`src/rtl/pipe_hazard_sb_if.sv`:
```
// ID-stage decode bundle and hazard/forwarding results exchanged with pipe_hazard_sb.
interface pipe_hazard_sb_if #(
    parameter int AW    = 5,
    parameter int DEPTH = 3,
    parameter int CW    = 32
);
    localparam int FW = $clog2(DEPTH + 1);

    logic             id_valid;
    logic [AW-1:0]    id_rs;
    logic [AW-1:0]    id_rt;
    logic             id_use_rs;
    logic             id_use_rt;
    logic             id_wreg;
    logic [AW-1:0]    id_rd;
    logic [1:0]       id_kind;
    logic             id_flush;
    logic [DEPTH-1:0] flush_mask;
    logic             freeze;
    logic [FW-1:0]    fwda;
    logic [FW-1:0]    fwdb;
    logic             nostall;
    logic             issue;
    logic [CW-1:0]    stall_cnt;

    modport master (
        output id_valid, id_rs, id_rt, id_use_rs, id_use_rt, id_wreg, id_rd, id_kind,
        output id_flush, flush_mask, freeze,
        input  fwda, fwdb, nostall, issue, stall_cnt
    );

    modport slave (
        input  id_valid, id_rs, id_rt, id_use_rs, id_use_rt, id_wreg, id_rd, id_kind,
        input  id_flush, flush_mask, freeze,
        output fwda, fwdb, nostall, issue, stall_cnt
    );
endinterface

```
`src/rtl/pipe_hazard_sb.sv`:
```
// Hazard/forwarding unit: shadow pipeline of in-flight destinations, each tagged with
// the slot index at which its result becomes forwardable.
module pipe_hazard_sb #(
    parameter int AW       = 5,
    parameter int DEPTH    = 3,
    parameter int LD_RDY   = 1,
    parameter int LONG_RDY = 2,
    parameter int CW       = 32
) (
    input  logic             clk,
    input  logic             rst,
    pipe_hazard_sb_if.slave  bus
);
    localparam int FW = $clog2(DEPTH + 1);

    logic [DEPTH-1:0] v_r;
    logic [AW-1:0]    rn_r  [DEPTH];
    logic [FW-1:0]    rdy_r [DEPTH];
    logic [CW-1:0]    stall_cnt_r;

    logic [DEPTH-1:0] match_a_s;
    logic [DEPTH-1:0] match_b_s;
    logic [FW-1:0]    fwda_s;
    logic [FW-1:0]    fwdb_s;
    logic             haz_a_s;
    logic             haz_b_s;
    logic [FW-1:0]    kind_rdy_s;
    logic             nostall_s;
    logic             issue_s;
    logic             load_s;

    // Per-slot source matches; r0 and unused sources never match.
    always_comb begin
        match_a_s = '0;
        match_b_s = '0;
        for (int k = 0; k < DEPTH; k++) begin
            match_a_s[k] = v_r[k] & (rn_r[k] == bus.id_rs) & (bus.id_rs != '0) & bus.id_use_rs;
            match_b_s[k] = v_r[k] & (rn_r[k] == bus.id_rt) & (bus.id_rt != '0) & bus.id_use_rt;
        end
    end

    // Youngest producer wins: scanning oldest-first lets the lowest slot overwrite.
    always_comb begin
        fwda_s  = '0;
        fwdb_s  = '0;
        haz_a_s = 1'b0;
        haz_b_s = 1'b0;
        for (int k = DEPTH - 1; k >= 0; k--) begin
            fwda_s  = match_a_s[k] ? FW'(k + 1) : fwda_s;
            haz_a_s = match_a_s[k] ? (FW'(k) < rdy_r[k]) : haz_a_s;
            fwdb_s  = match_b_s[k] ? FW'(k + 1) : fwdb_s;
            haz_b_s = match_b_s[k] ? (FW'(k) < rdy_r[k]) : haz_b_s;
        end
    end

    // Ready slot index for the instruction in ID.
    always_comb begin
        case (bus.id_kind)
            2'b01:   kind_rdy_s = FW'(LD_RDY);
            2'b10:   kind_rdy_s = FW'(LONG_RDY);
            default: kind_rdy_s = '0;
        endcase
    end

    assign nostall_s = ~(bus.id_valid & (haz_a_s | haz_b_s));
    assign issue_s   = bus.id_valid & nostall_s & ~bus.id_flush & ~bus.freeze;
    assign load_s    = issue_s & bus.id_wreg & (bus.id_rd != '0);

    // Shadow pipeline advance and stall counter; freeze only applies flushes in place.
    always_ff @(posedge clk) begin
        if (rst) begin
            v_r         <= '0;
            stall_cnt_r <= '0;
            for (int k = 0; k < DEPTH; k++) begin
                rn_r[k]  <= '0;
                rdy_r[k] <= '0;
            end
        end else if (bus.freeze) begin
            v_r <= v_r & ~bus.flush_mask;
        end else begin
            for (int k = 1; k < DEPTH; k++) begin
                v_r[k]   <= v_r[k-1] & ~bus.flush_mask[k-1];
                rn_r[k]  <= rn_r[k-1];
                rdy_r[k] <= rdy_r[k-1];
            end
            v_r[0]   <= load_s;
            rn_r[0]  <= bus.id_rd;
            rdy_r[0] <= kind_rdy_s;
            if (bus.id_valid & ~nostall_s & (stall_cnt_r != '1)) begin
                stall_cnt_r <= stall_cnt_r + CW'(1);
            end else begin
                stall_cnt_r <= stall_cnt_r;
            end
        end
    end

    assign bus.fwda      = fwda_s;
    assign bus.fwdb      = fwdb_s;
    assign bus.nostall   = nostall_s;
    assign bus.issue     = issue_s;
    assign bus.stall_cnt = stall_cnt_r;
endmodule
```
`src/flat_wrapper.sv`:
```
// flat-port wrapper written by rule: the top's interface ports become plain ports
module pipe_hazard_sb_flat 
#(
    parameter int AW       = 5,
    parameter int DEPTH    = 3,
    parameter int LD_RDY   = 1,
    parameter int LONG_RDY = 2,
    parameter int CW       = 32
)
  (clk, rst, bus_id_valid, bus_id_rs, bus_id_rt, bus_id_use_rs, bus_id_use_rt, bus_id_wreg, bus_id_rd, bus_id_kind, bus_id_flush, bus_flush_mask, bus_freeze, bus_fwda, bus_fwdb, bus_nostall, bus_issue, bus_stall_cnt);
  pipe_hazard_sb_if #(.AW(AW), .DEPTH(DEPTH), .CW(CW)) bus_i ();
  input  logic clk;
  input  logic rst;
  input wire logic [$bits(bus_i.id_valid)-1:0] bus_id_valid;
  input wire logic [$bits(bus_i.id_rs)-1:0] bus_id_rs;
  input wire logic [$bits(bus_i.id_rt)-1:0] bus_id_rt;
  input wire logic [$bits(bus_i.id_use_rs)-1:0] bus_id_use_rs;
  input wire logic [$bits(bus_i.id_use_rt)-1:0] bus_id_use_rt;
  input wire logic [$bits(bus_i.id_wreg)-1:0] bus_id_wreg;
  input wire logic [$bits(bus_i.id_rd)-1:0] bus_id_rd;
  input wire logic [$bits(bus_i.id_kind)-1:0] bus_id_kind;
  input wire logic [$bits(bus_i.id_flush)-1:0] bus_id_flush;
  input wire logic [$bits(bus_i.flush_mask)-1:0] bus_flush_mask;
  input wire logic [$bits(bus_i.freeze)-1:0] bus_freeze;
  output wire logic [$bits(bus_i.fwda)-1:0] bus_fwda;
  output wire logic [$bits(bus_i.fwdb)-1:0] bus_fwdb;
  output wire logic [$bits(bus_i.nostall)-1:0] bus_nostall;
  output wire logic [$bits(bus_i.issue)-1:0] bus_issue;
  output wire logic [$bits(bus_i.stall_cnt)-1:0] bus_stall_cnt;
  assign bus_i.id_valid = bus_id_valid;
  assign bus_i.id_rs = bus_id_rs;
  assign bus_i.id_rt = bus_id_rt;
  assign bus_i.id_use_rs = bus_id_use_rs;
  assign bus_i.id_use_rt = bus_id_use_rt;
  assign bus_i.id_wreg = bus_id_wreg;
  assign bus_i.id_rd = bus_id_rd;
  assign bus_i.id_kind = bus_id_kind;
  assign bus_i.id_flush = bus_id_flush;
  assign bus_i.flush_mask = bus_flush_mask;
  assign bus_i.freeze = bus_freeze;
  assign bus_fwda = bus_i.fwda;
  assign bus_fwdb = bus_i.fwdb;
  assign bus_nostall = bus_i.nostall;
  assign bus_issue = bus_i.issue;
  assign bus_stall_cnt = bus_i.stall_cnt;
  pipe_hazard_sb #(.AW(AW), .DEPTH(DEPTH), .LD_RDY(LD_RDY), .LONG_RDY(LONG_RDY), .CW(CW)) u_core (.clk(clk), .rst(rst), .bus(bus_i));
endmodule
```
`config.mk`:
```
export PLATFORM = sky130hd
export DESIGN_NAME = pipe_hazard_sb_flat
export DESIGN_NICKNAME = d
export VERILOG_FILES = /design/src/rtl/pipe_hazard_sb_if.sv /design/src/rtl/pipe_hazard_sb.sv /design/src/flat_wrapper.sv
export SDC_FILE = /design/constraint.sdc
export NUM_CORES = 1
export LEC_CHECK = 0
export CAP_MARGIN = 15
export CORE_MARGIN = 3
export CORE_UTILIZATION = 40
export CTS_CLUSTER_SIZE = 30
export DETAILED_ROUTE_END_ITERATION = 12
export PLACE_DENSITY = 0.67
export RECOVER_POWER = 25
export SLEW_MARGIN = 20
export SYNTH_ARGS = -nofsm -noshare
export SYNTH_HDL_FRONTEND = slang
export SYNTH_SLANG_ARGS = --single-unit
```
`constraint.sdc`:
```
create_clock -name clk -period 3.31 [get_ports clk]
set_clock_uncertainty 0.1 [all_clocks]
set_input_delay 0.662 -clock clk [delete_from_list [all_inputs] [get_ports clk]]
set_output_delay 0.662 -clock clk [all_outputs]
set_load 0.01 [all_outputs]
```
==> summary.txt <==
Maximum Capacitance Violations -> 1
Count of port buffers added during placement -> 65
Die width -> 94.2 um
Post-Route Utilization -> 57.8%
# IOs -> 66
Total Power -> 1.27 mW
Placed standard-cell area -> 4090 um^2
Final net count -> 464
Number of detailed-route iterations in the first pass -> 4
Combined area of all synthesized cells -> 3110 um^2
Part of the cycle the worst path needs -> 97.3%
Antenna violations before repair -> 0
Number of remaining DRC errors -> 0
Type of the worst setup path -> primary input to output pin
Clock tree from TritonCTS -> done
Post-synth ARST share -> 0%
All-layer global routing usage -> 19.3%
Crit. End Element -> output pin
Max Clock Freq -> 310 MHz
Setup Total Neg Slack -> 0 ns
Met1 usage -> 26.0%
Violated checks -> max-capacitance violations, max-slew violations
Insertion delay to the later sink of the worst-skew pair -> 0.31 ns
Core box area -> 7410 um^2
Busiest metal layer after global routing -> met2
Capture point of the critical path -> bus_issue
Launch point of the worst reg-to-reg path -> u_core.rn_r[0][8]
Pin count of the biggest net entering global routing -> 41
Number of buffers added to fix hold violations after cts -> 0
Unrepaired setup endpoints after global routing -> no
CP Max Fanout -> 2
Total detailed-routing wirelength -> 8510 um
Dpl hpwl -> 6010 um
Yosys cell types -> 39
Starting Density -> 42.0%
Via density per instance -> 5.65
Vias in the first global route -> 2805
Leakage power figure -> 1.51 nW
Prevailing post-synth register cell -> sky130_fd_sc_hd__dfxtp_1
Endpoints failing hold -> 0
Global-route track usage on met3 -> 4.01%
Destination of the worst register-to-register timing path -> u_core.bus.stall_cnt[21]
TritonCTS Sinks -> 56
Mapped Avg Cell Area -> 9.24 um^2
Synthesis-to-layout area growth -> 37.5%
Antenna viol nets, final -> 0
Worst hold-check path type -> flip-flop to flip-flop
Register-to-register path setup slack -> 0.25 ns
Number of filler instances in the final layout -> 665
Number of max-slew violations in the final report -> 41
Drt first-iter violations -> 140
Maximum buffer depth of the clock tree -> 2
M2 GR Usage -> 32.2%
Vias after detailed routing -> 3021
Max-slew headroom -> -15.9%
Number of diodes added for antenna fixing -> 0
Post-synthesis net count -> 366
Routed len/inst -> 15.9 um
Signal arrival time at the worst endpoint -> 2.46 ns
GP Congestion -> 0.835
Critical Path Source Type -> primary input
TritonCTS Buffers -> 5
Post-synthesis cell count -> 337
Final setup viols -> 0
Post-route design area -> 4280 um^2
Row Count -> 31
Critical Path Source -> bus_id_rt[1]
Clock slew at reported path FFs -> 0.09 ns
Outcome -> finished, violations left
Peak supply drop -> 167 uV
Floorplan die area -> 8880 um^2
Min Clock Period, post-route -> 3.22 ns
R2R depth -> 9
Clock root cell -> sky130_fd_sc_hd__clkbuf_8
#FFs+latches synth -> 56
Overall overflow remaining after global route -> 0
Wire length of the first global-routing pass -> 13700 um
Layout cells sized above 1 -> 16.1%
Number of flops mapped to enable cells by yosys -> 21
CTS HTree Levels -> 2
Ratio of total power to cell area -> 296 nW/um^2
Height of the die -> 94.2 um
Worst-margin pin slew -> 1.74 ns
Total of warnings raised by yosys -> 0
Data required, critical path -> 2.55 ns
Proportion of synthesized chip area in sequential cells -> 42.8%
==> state kept, by name, indices dropped and copies added, names as in the netlist <==
register,count
u_core.rn_r,15
u_core.v_r,3
u_core.bus.stall_cnt,32
u_core.rdy_r,6
==> cells by family (layout without fill, tap and decap cells) <==
family                   after synthesis  in the layout  share of synthesized area, %
AND/OR/NAND/NOR                      150            150                          28.5
AO/OA/AOI/OAI                         69             69                          14.1
flip-flops                            56             56                          42.8
XOR/XNOR                              30             30                          8.44
buffers and inverters                 25            124                          3.62
multiplexers                           6              6                          2.13
adder cells (fa/ha/maj)                1              1                         0.402
==> placed cells by master (no fill, tap or decap), drive strengths merged, types with 3 or more instances in the layout <==
cell,count
nand3,14
nand2b,4
and3,8
buf,41
dlygate4sd2,5
clkbuf,18
nor4,9
mux2,5
clkdlybuf4s50,45
dfxtp,35
xnor2,17
edfxtp,21
nor2b,6
dlygate4sd3,3
nor3,5
nor2,14
nand4,18
inv,9
or3,8
a21oi,30
nand2,16
or4,25
xor2,13
o21ai,9
o31ai,21
and4,3
and2,18
==> worst min-delay path by stage <==
stage / startpoint / to / slack [ns] / depth (start not counted)
floorplan: u_core.v_r[1] / u_core.v_r[1] / 0.39 / 2
global placement: u_core.bus.stall_cnt[22] / u_core.bus.stall_cnt[22] / 0.38 / 2
detailed placement: u_core.bus.stall_cnt[22] / u_core.bus.stall_cnt[22] / 0.39 / 2
CTS: u_core.bus.stall_cnt[22] / u_core.bus.stall_cnt[22] / 0.41 / 2
global route: u_core.bus.stall_cnt[22] / u_core.bus.stall_cnt[22] / 0.42 / 2
finish: u_core.bus.stall_cnt[22] / u_core.bus.stall_cnt[22] / 0.40 / 2
==> power by group <==
group	internal [mW]	switching (mW)	total [mW]
sequential	0.734	0.0193	0.753
combinational	0.0740	0.0668	0.141
clock	0.152	0.220	0.372
total	0.960	0.306	1.27
==> metrics by stage <==
stage | cells | setup WS (ns) | hold WS [ns]
final | 535 | 0.0890 | 0.401
after global routing | 535 | 0.0113 | 0.420
after CTS | 533 | 0.00710 | 0.406
after detailed placement | 519 | -0.750 | 0.392
after global placement | 519 | -0.678 | 0.383
after floorplan | 337 | 0.189 | 0.386
==> synth_stat cells (4+ instances only) <==
library cell / number / area [um^2]
sky130_fd_sc_hd__a21oi_1: 30 / 150
sky130_fd_sc_hd__xnor2_1: 17 / 149
sky130_fd_sc_hd__mux2_1: 5 / 56.3
sky130_fd_sc_hd__edfxtp_1: 21 / 631
sky130_fd_sc_hd__dfxtp_1: 35 / 701
sky130_fd_sc_hd__o31ai_1: 21 / 158
sky130_fd_sc_hd__nand4_1: 18 / 113
sky130_fd_sc_hd__nor2b_1: 6 / 37.5
sky130_fd_sc_hd__o21ai_0: 8 / 40.0
sky130_fd_sc_hd__or4_1: 24 / 180
sky130_fd_sc_hd__nand2_1: 16 / 60.1
sky130_fd_sc_hd__nand3_1: 14 / 70.1
sky130_fd_sc_hd__clkbuf_1: 10 / 37.5
sky130_fd_sc_hd__nand2b_1: 4 / 25.0
sky130_fd_sc_hd__inv_1: 9 / 33.8
sky130_fd_sc_hd__nor4_1: 9 / 56.3
sky130_fd_sc_hd__or3_1: 8 / 50.1
sky130_fd_sc_hd__xor2_1: 13 / 114
sky130_fd_sc_hd__and2_1: 18 / 113
sky130_fd_sc_hd__and3_1: 8 / 50.1
sky130_fd_sc_hd__nor3_1: 5 / 25.0
sky130_fd_sc_hd__nor2_1: 14 / 52.6
==> timing repair <==
action                     4_1_cts  5_1_grt
setup endpoints to repair       29        9
resized for setup               39       20
pin swaps                       10       10
buffers inserted                 6        2
==> per-layer routing <==
layer	vias up	part of all wire, %	wire length (um)
li1	1486	-	-
met1	1444	46	3870
met2	84	47	4020
met3	7	6.3	533
met4	0	0.89	76
met5	-	0	0
==> layout make-up <==
class	instances	area [um^2]	area share, %
Clock buffer	7	76.3	1.78
Inverter	9	33.8	0.789
Sequential cell	56	1330	31.1
Clock inverter	1	8.76	0.205
Tap cell	99	124	2.89
Multi-Input combinational cell	256	1770	41.3
Timing Repair Buffer	107	940	22.0
==> worst max-delay path, cell delays in order <==
cell,delay [ns]
sky130_fd_sc_hd__dlygate4sd2_1,0.25
sky130_fd_sc_hd__or4_4,0.42
sky130_fd_sc_hd__o21ai_2,0.17
sky130_fd_sc_hd__or4_4,0.17
sky130_fd_sc_hd__mux2i_4,0.28
sky130_fd_sc_hd__o221ai_4,0.15
sky130_fd_sc_hd__nor3_2,0.19
sky130_fd_sc_hd__buf_2,0.16
Power figures use the tool's default switching activity.
